### src/rtl/keynsham_irq_ctrl.sv
// ----------------------------------------------------------------------------
// keynsham_irq_ctrl
//
// Small interrupt controller sitting on the peripheral bus. It collects up to
// NUM_IRQS sources, each configurable as edge or level triggered. It presents
// the lowest-numbered pending and enabled source to the CPU through a
// claim / end-of-interrupt handshake. Nesting is not supported: while a claimed
// interrupt is in service, irq_out stays low and new requests only accumulate
// in PENDING.
//
// Register map (reg_sel):
//   0 RAW     RO  current irq_in
//   1 PENDING RO  pending bits
//   2 ENABLE  RW  per-source enable
//   3 TYPE    RW  1 = edge, 0 = level (changing a bit clears its pending bit)
//   4 CLAIM   RO  selected id in ACTIVE (moves to SERVICE), else all ones
//   5 EOI     WO  write the claimed id to return to IDLE
//   6 SWSET   WO  set pending for edge sources
//   7 -           reserved, access flags bus_error
//
// Ports:
//   clk          system clock, rising edge
//   rst          synchronous active-high reset
//   bus_access   bus cycle valid
//   irq_cs       controller chip select
//   reg_sel      register index
//   bus_wr_val   write data (only low NUM_IRQS bits are stored)
//   bus_wr_en    1 = write, 0 = read
//   bus_bytesel  byte enables, ignored (all writes are full-word)
//   irq_in       interrupt sources, synchronous to clk
//   bus_error    registered error for reserved-register accesses
//   bus_ack      registered acknowledge, one cycle after the access
//   bus_data     combinational read data
//   irq_out      interrupt request to the CPU, high only in ACTIVE
// ----------------------------------------------------------------------------
module keynsham_irq_ctrl #(
    parameter int NUM_IRQS = 8
) (
    input  logic                clk,
    input  logic                rst,
    input  logic                bus_access,
    input  logic                irq_cs,
    input  logic [2:0]          reg_sel,
    input  logic [31:0]         bus_wr_val,
    input  logic                bus_wr_en,
    input  logic [3:0]          bus_bytesel,
    input  logic [NUM_IRQS-1:0] irq_in,
    output logic                bus_error,
    output logic                bus_ack,
    output logic [31:0]         bus_data,
    output logic                irq_out
);

    localparam logic [1:0] IDLE    = 2'd0;
    localparam logic [1:0] ACTIVE  = 2'd1;
    localparam logic [1:0] SERVICE = 2'd2;

    localparam logic [2:0] R_RAW     = 3'd0;
    localparam logic [2:0] R_PENDING = 3'd1;
    localparam logic [2:0] R_ENABLE  = 3'd2;
    localparam logic [2:0] R_TYPE    = 3'd3;
    localparam logic [2:0] R_CLAIM   = 3'd4;
    localparam logic [2:0] R_EOI     = 3'd5;
    localparam logic [2:0] R_SWSET   = 3'd6;
    localparam logic [2:0] R_RSVD    = 3'd7;

    logic [NUM_IRQS-1:0] pend_q, pend_d;
    logic [NUM_IRQS-1:0] en_q, en_d;
    logic [NUM_IRQS-1:0] type_q, type_d;
    logic [NUM_IRQS-1:0] prev_q;
    logic [1:0]          state_q, state_d;
    logic [3:0]          claim_q, claim_d;
    logic                ack_q, err_q;

    logic                access, rd_acc, wr_acc;
    logic                cand_vld;
    logic [3:0]          cand_id;
    logic                claim_go;
    logic                eoi_go;
    logic [NUM_IRQS-1:0] wr_bits;
    logic [NUM_IRQS-1:0] type_chg, rise, sw_set, claim_clr, edge_next;

    // Byte enables and the upper write-data bits carry no meaning here.
    logic unused_bits;
    assign unused_bits = ^{bus_bytesel, bus_wr_val[31:NUM_IRQS]};

    assign access  = bus_access && irq_cs;
    assign rd_acc  = access && !bus_wr_en;
    assign wr_acc  = access && bus_wr_en;
    assign wr_bits = bus_wr_val[NUM_IRQS-1:0];

    // Lowest index wins: scan from the top so the last hit is the smallest.
    always_comb begin
        cand_vld = 1'b0;
        cand_id  = 4'd0;
        for (int i = NUM_IRQS - 1; i >= 0; i--) begin
            if (pend_q[i] && en_q[i]) begin
                cand_vld = 1'b1;
                cand_id  = 4'(i);
            end
        end
    end

    // A claim only counts when there is still a candidate to hand out.
    assign claim_go = rd_acc && (reg_sel == R_CLAIM) && (state_q == ACTIVE) && cand_vld;
    assign eoi_go   = wr_acc && (reg_sel == R_EOI) && (state_q == SERVICE)
                      && (bus_wr_val[3:0] == claim_q);

    always_comb begin
        type_chg  = (wr_acc && reg_sel == R_TYPE) ? (wr_bits ^ type_q) : '0;
        rise      = irq_in & ~prev_q;
        sw_set    = (wr_acc && reg_sel == R_SWSET) ? wr_bits : '0;
        for (int i = 0; i < NUM_IRQS; i++) begin
            claim_clr[i] = claim_go && (cand_id == 4'(i));
        end
        // Set terms are ORed after the claim clear so a coincident edge survives.
        edge_next = (pend_q & ~claim_clr) | rise | sw_set;
        pend_d    = ((type_q & edge_next) | (~type_q & irq_in)) & ~type_chg;
        en_d      = (wr_acc && reg_sel == R_ENABLE) ? wr_bits : en_q;
        type_d    = (wr_acc && reg_sel == R_TYPE)   ? wr_bits : type_q;
    end

    always_comb begin
        state_d = state_q;
        claim_d = claim_q;
        case (state_q)
            IDLE: begin
                if (cand_vld) state_d = ACTIVE;
            end
            ACTIVE: begin
                if (claim_go) begin
                    state_d = SERVICE;
                    claim_d = cand_id;
                end else if (!cand_vld) begin
                    state_d = IDLE;
                end
            end
            SERVICE: begin
                if (eoi_go) state_d = IDLE;
            end
            default: state_d = IDLE;
        endcase
    end

    always_ff @(posedge clk) begin
        if (rst) begin
            pend_q  <= '0;
            en_q    <= '0;
            type_q  <= '0;
            prev_q  <= '0;
            state_q <= IDLE;
            claim_q <= 4'd0;
            ack_q   <= 1'b0;
            err_q   <= 1'b0;
        end else begin
            pend_q  <= pend_d;
            en_q    <= en_d;
            type_q  <= type_d;
            prev_q  <= irq_in;
            state_q <= state_d;
            claim_q <= claim_d;
            ack_q   <= access;
            err_q   <= access && (reg_sel == R_RSVD);
        end
    end

    always_comb begin
        bus_data = 32'd0;
        case (reg_sel)
            R_RAW:     bus_data = 32'(irq_in);
            R_PENDING: bus_data = 32'(pend_q);
            R_ENABLE:  bus_data = 32'(en_q);
            R_TYPE:    bus_data = 32'(type_q);
            R_CLAIM:   bus_data = (state_q == ACTIVE && cand_vld) ? 32'(cand_id) : 32'hffff_ffff;
            default:   bus_data = 32'd0;
        endcase
    end

    assign bus_ack   = ack_q;
    assign bus_error = err_q;
    assign irq_out   = (state_q == ACTIVE);

endmodule

### config.mk
export PLATFORM = sky130hd
export DESIGN_NAME = keynsham_irq_ctrl
export DESIGN_NICKNAME = d
export VERILOG_FILES = /design/src/rtl/keynsham_irq_ctrl.sv
export SDC_FILE = /design/constraint.sdc
export NUM_CORES = 1
export LEC_CHECK = 0
export ABC_AREA = 1
export CORE_AREA = 3 3 68 82
export DETAILED_ROUTE_END_ITERATION = 6
export DIE_AREA = 0 0 71 85
export PLACE_DENSITY_LB_ADDON = 0.08
export SLEW_MARGIN = 20
export SYNTH_ARGS = -nofsm -noshare
export SYNTH_HDL_FRONTEND = slang
export SYNTH_SLANG_ARGS = --single-unit
### constraint.sdc
create_clock -name clk -period 4 [get_ports clk]
set_input_delay 0.6 -clock clk [delete_from_list [all_inputs] [get_ports clk]]
set_output_delay 0.6 -clock clk [all_outputs]
set_load 0.01 [all_outputs]
* Word-level counts from Yosys, hierarchy flattened
Index checks and enable logic that the tools add are counted.
W data, S select, Z words.
** Storage, ports and cells
- Bits in registers :: 40
- Input port bits :: 52
- Output and inout bits :: 35
** Cells by class
- Equality and inequality tests :: 20
- Multiplexer cells :: 25
- Bitwise gates (word level) :: 13
- Reductions and logical operators :: 36
** Operator list (number)
- $pmux W32 S5 :: 1
- $and A8 B8 Y8 :: 5
- $mux W32 :: 1
- $not A8 Y8 :: 4
- $logic_and A1 B1 Y1 :: 30
- $mux W4 :: 7
- $or A8 B8 Y8 :: 3
- $eq A4 B3 Y1 const B :: 4
- $mux W8 :: 2
- $eq A3 B3 Y1 const B :: 4
- $eq A4 B2 Y1 const B :: 2
- $mux W1 :: 8
- $mux W2 :: 4
- $xor A8 B8 Y8 :: 1
- $eq A3 B2 Y1 const B :: 2
- $pmux W2 S3 :: 1
- $eq A4 B1 Y1 const B :: 1
- $eq A4 B4 Y1 :: 1
- $logic_not A4 Y1 :: 1
- $ne A2 B2 Y1 const B :: 2
- $eq A3 B1 Y1 const B :: 1
- $logic_not A3 Y1 :: 1
- $mux W3 :: 1
- $ne A3 B2 Y1 const B :: 1
- other kinds (6) :: 6

* Depth between registers and ports, before layout
- Word-level depth :: 18
- Depth in mapped cells :: 12
- Depth with buffers taken out :: 12

* Worst setup path before layout
Ideal clock, no wire load.
- Path kind :: in2out
- From :: input port reg_sel[2]
- To :: output port bus_data[1]
- Data arrival time :: 1.789 ns
- Required time :: 3.400 ns
- Slack :: 1.611 ns
- Cell stages on the path :: 5
- Path through :: buf_6 -> nand3_2 -> nor2_2 -> inv_2 -> o211ai_1
** Between the ends
- Cells in the longest elaborated chain, start to end :: 2
- Elaborated cells on any way between the ends :: 6
** Ends and longest elaborated chain
- start: declaration :: RTL line 43 : input logic [2:0] reg_sel,
- $eq A3 B3 Y1 (tied with other cells) :: RTL line 169 : case (reg_sel)
- $pmux W32 S5 * :: RTL line 169
- end: declaration :: RTL line 50 : output logic [31:0] bus_data,
Mark *: on every way between the ends. The rest lies on a longest branch, timed or not.

* Final worst setup path
Ends and elaborated chain as after synthesis.

==> metrics.cfg <==
[layout]
fin_cells=404
layout-drive-gt1-share=0.116
area_growth_pct=23.3
final_cell_mix=clkdlybuf4s50_1 (58), nand2_1 (50), dfxtp_1 (39)
layout_commonest_cell=clkdlybuf4s50_1
num_antenna_cells=0
fillerInstances=497
multi_input_area_sq_um=1110
nets=395
register_area_sq_um=781

[yosys]
synth_edf_count=0
synth_area_sq_um=2290
avgSynthCellArea_sq_um=7.51
ys_warn_count=0
async_flop_share=0
synth_cells=305
synth_cell_types=40
yosysSeqAreaShare=0.341
synthFlopType=dfxtp_1
syn_nets=357
synth_seq_cells=39

[grt]
grt_overflow_total=0
grt_use_total=0.203
grt_first_pass_wirelength_mm=9.56
grt_max_degree=26
antenna_found_initial=0
grt_pass1_vias=1984

[floorplanning]
pin_count=87
die_x_um=71
initial_utilization=0.467
row_count=28
die_h_um=85
core-area_sq_um=4900
die_area_sq_um=6040

[clocking]
postCtsHoldBufs=0
cts_resized=0
cts_root_buf=clkbuf_8
cts_made_buffers=5
clock_sink_count=39
htreeDepth=2
postCtsSetupBuffers=0
cts_tree=yes
insertion_delay_ns=0.30
clockBufferDepth=2
cts.clk_slew.worst_paths_ns=0.08

[timing]
finalHoldWorstSlack_ns=0.481
setup-tns-final_ns=0
clock.fmax_mhz=296
setup_viol=0
skew_ns=0.00856
worstMarginPinSlew_ns=0.766
timing.slew.headroom=0.489
timing.final.ws_setup_ns=0.627
finalHoldViolCount=0
layout_min_cycle_time_ns=3.37
finalCritPeriodShare=0.843
rsz0062_at_grt=false
drv_slew=0

[route]
wl_per_cell_um=14.6
drt_iter0_markers=99
vias_per_cell=5.27
drt-total-wl_mm=5.90
ant_nets=0
first_pass_iters=5
post-route-drc-count=0
vias=2130

[power_and_ir_drop]
peakVddDrop_mv=0.201
power_mw=0.815
power_leakage_nw=1.18
power_per_cell_area_nw_per_um2=289

[placement]
numPlacedInstances=396
port_buffers=58
dp_hpwl_mm=4.14
dp_slack_ns=0.607
gp_congestion=0.842

[setup_path]
critPathKind=input port to primary output
worstPathArrival_ns=2.77
crit_fanout=9
rr_startpoint=en_q[6]
rr_worst_depth=9
r2r_end=pend_q[7]
required_ns=3.40
end_kind=primary output
worstSetupStartpointType=input port
reg2reg_setup_slack_ns=2.55

[min_path]
hp-start=claim_q[2]
min_path_type=register to register
holdPathEnd=claim_q[2]
hold_depth=2

[job]
cap_viol_max_count=0

[outcome]
status=finished, final reports clean

stage by stage:
stage | area [sq um] | utilization
floorplan | 2290 | -
global placement | 2740 | 0.558
detailed placement | 2740 | 0.558
CTS | 2820 | 0.576
global route | 2820 | 0.576
finish | 2820 | 0.576
worst max-delay path: stages:
cell,delay (ns)
clkdlybuf4s50_1,0.65
nor3_4,0.56
nand2_1,0.10
o21ai_0,0.10
a221oi_1,0.07
o211ai_1,0.12
clkdlybuf4s50_1,0.57
power breakdown:
| part | switching [mW] | leakage, nW | internal, mW |
|---|---|---|---|
| logic | 0.0697 | 0.825 | 0.0687 |
| clock network | 0.148 | 0.0412 | 0.122 |
| registers | 0.00700 | 0.319 | 0.400 |
| total | 0.224 | 1.18 | 0.590 |
final cells by class:
type,count,area share
inverters,44,0.0611
clock inverters,2,0.00443
clock buffers,6,0.0257
repair buffers,60,0.211
multi-input cells,193,0.395
well taps,60,0.0266
flip-flops and latches,39,0.276
cell families after synthesis:
group	count (synthesis)	share of synthesized area
buffers and inverters	73	0.172
DFF	39	0.341
AOI/OAI and AO/OA	80	0.232
and+or+nand+nor	105	0.225
xor gates and xnor gates	8	0.0306
registers in the layout, summed over array words and instances (netlist names):
name       flops
prev_q         8
en_q           8
bus_ack        1
bus_error      1
pend_q         8
type_q         8
state_q        2
claim_q        3
worst max-delay path by stage:
stage,cells past startpoint,endpoint,start
after floorplan,5,bus_data[1],reg_sel[2]
after global placement,7,bus_data[1],reg_sel[2]
after detailed placement,7,bus_data[1],reg_sel[2]
after CTS,7,bus_data[1],reg_sel[2]
after global routing,7,bus_data[1],reg_sel[2]
final,7,bus_data[1],reg_sel[2]
routing by layer:
layer  global-route usage  wire [um]  part of all wire  up-vias
met1                0.264       2570              0.44      955
met5                    0          0                 0        -
met4               0.0872        140             0.024        0
met2                0.325       2760              0.47       77
met3               0.0415        426             0.072       13
li1                     -          -                 -     1085
cells in the mapped netlist (3+ instances only):
| cell type | n | area share |
|---|---|---|
| o21ai_0 | 14 | 0.031 |
| inv_1 | 36 | 0.059 |
| o21ai_1 | 4 | 0.0087 |
| o221ai_1 | 7 | 0.027 |
| o2111ai_1 | 6 | 0.023 |
| buf_4 | 23 | 0.075 |
| nor2_1 | 24 | 0.039 |
| nand3_1 | 12 | 0.026 |
| nor2_2 | 5 | 0.014 |
| nand4_1 | 3 | 0.0082 |
| nand2_1 | 50 | 0.082 |
| a22oi_1 | 6 | 0.020 |
| clkbuf_1 | 3 | 0.0049 |
| dfxtp_1 | 39 | 0.34 |
| xnor2_1 | 7 | 0.027 |
| a21oi_1 | 26 | 0.057 |
| inv_2 | 6 | 0.0098 |
| o221a_2 | 5 | 0.025 |
Note: power is estimated with default switching activity, not from simulation.
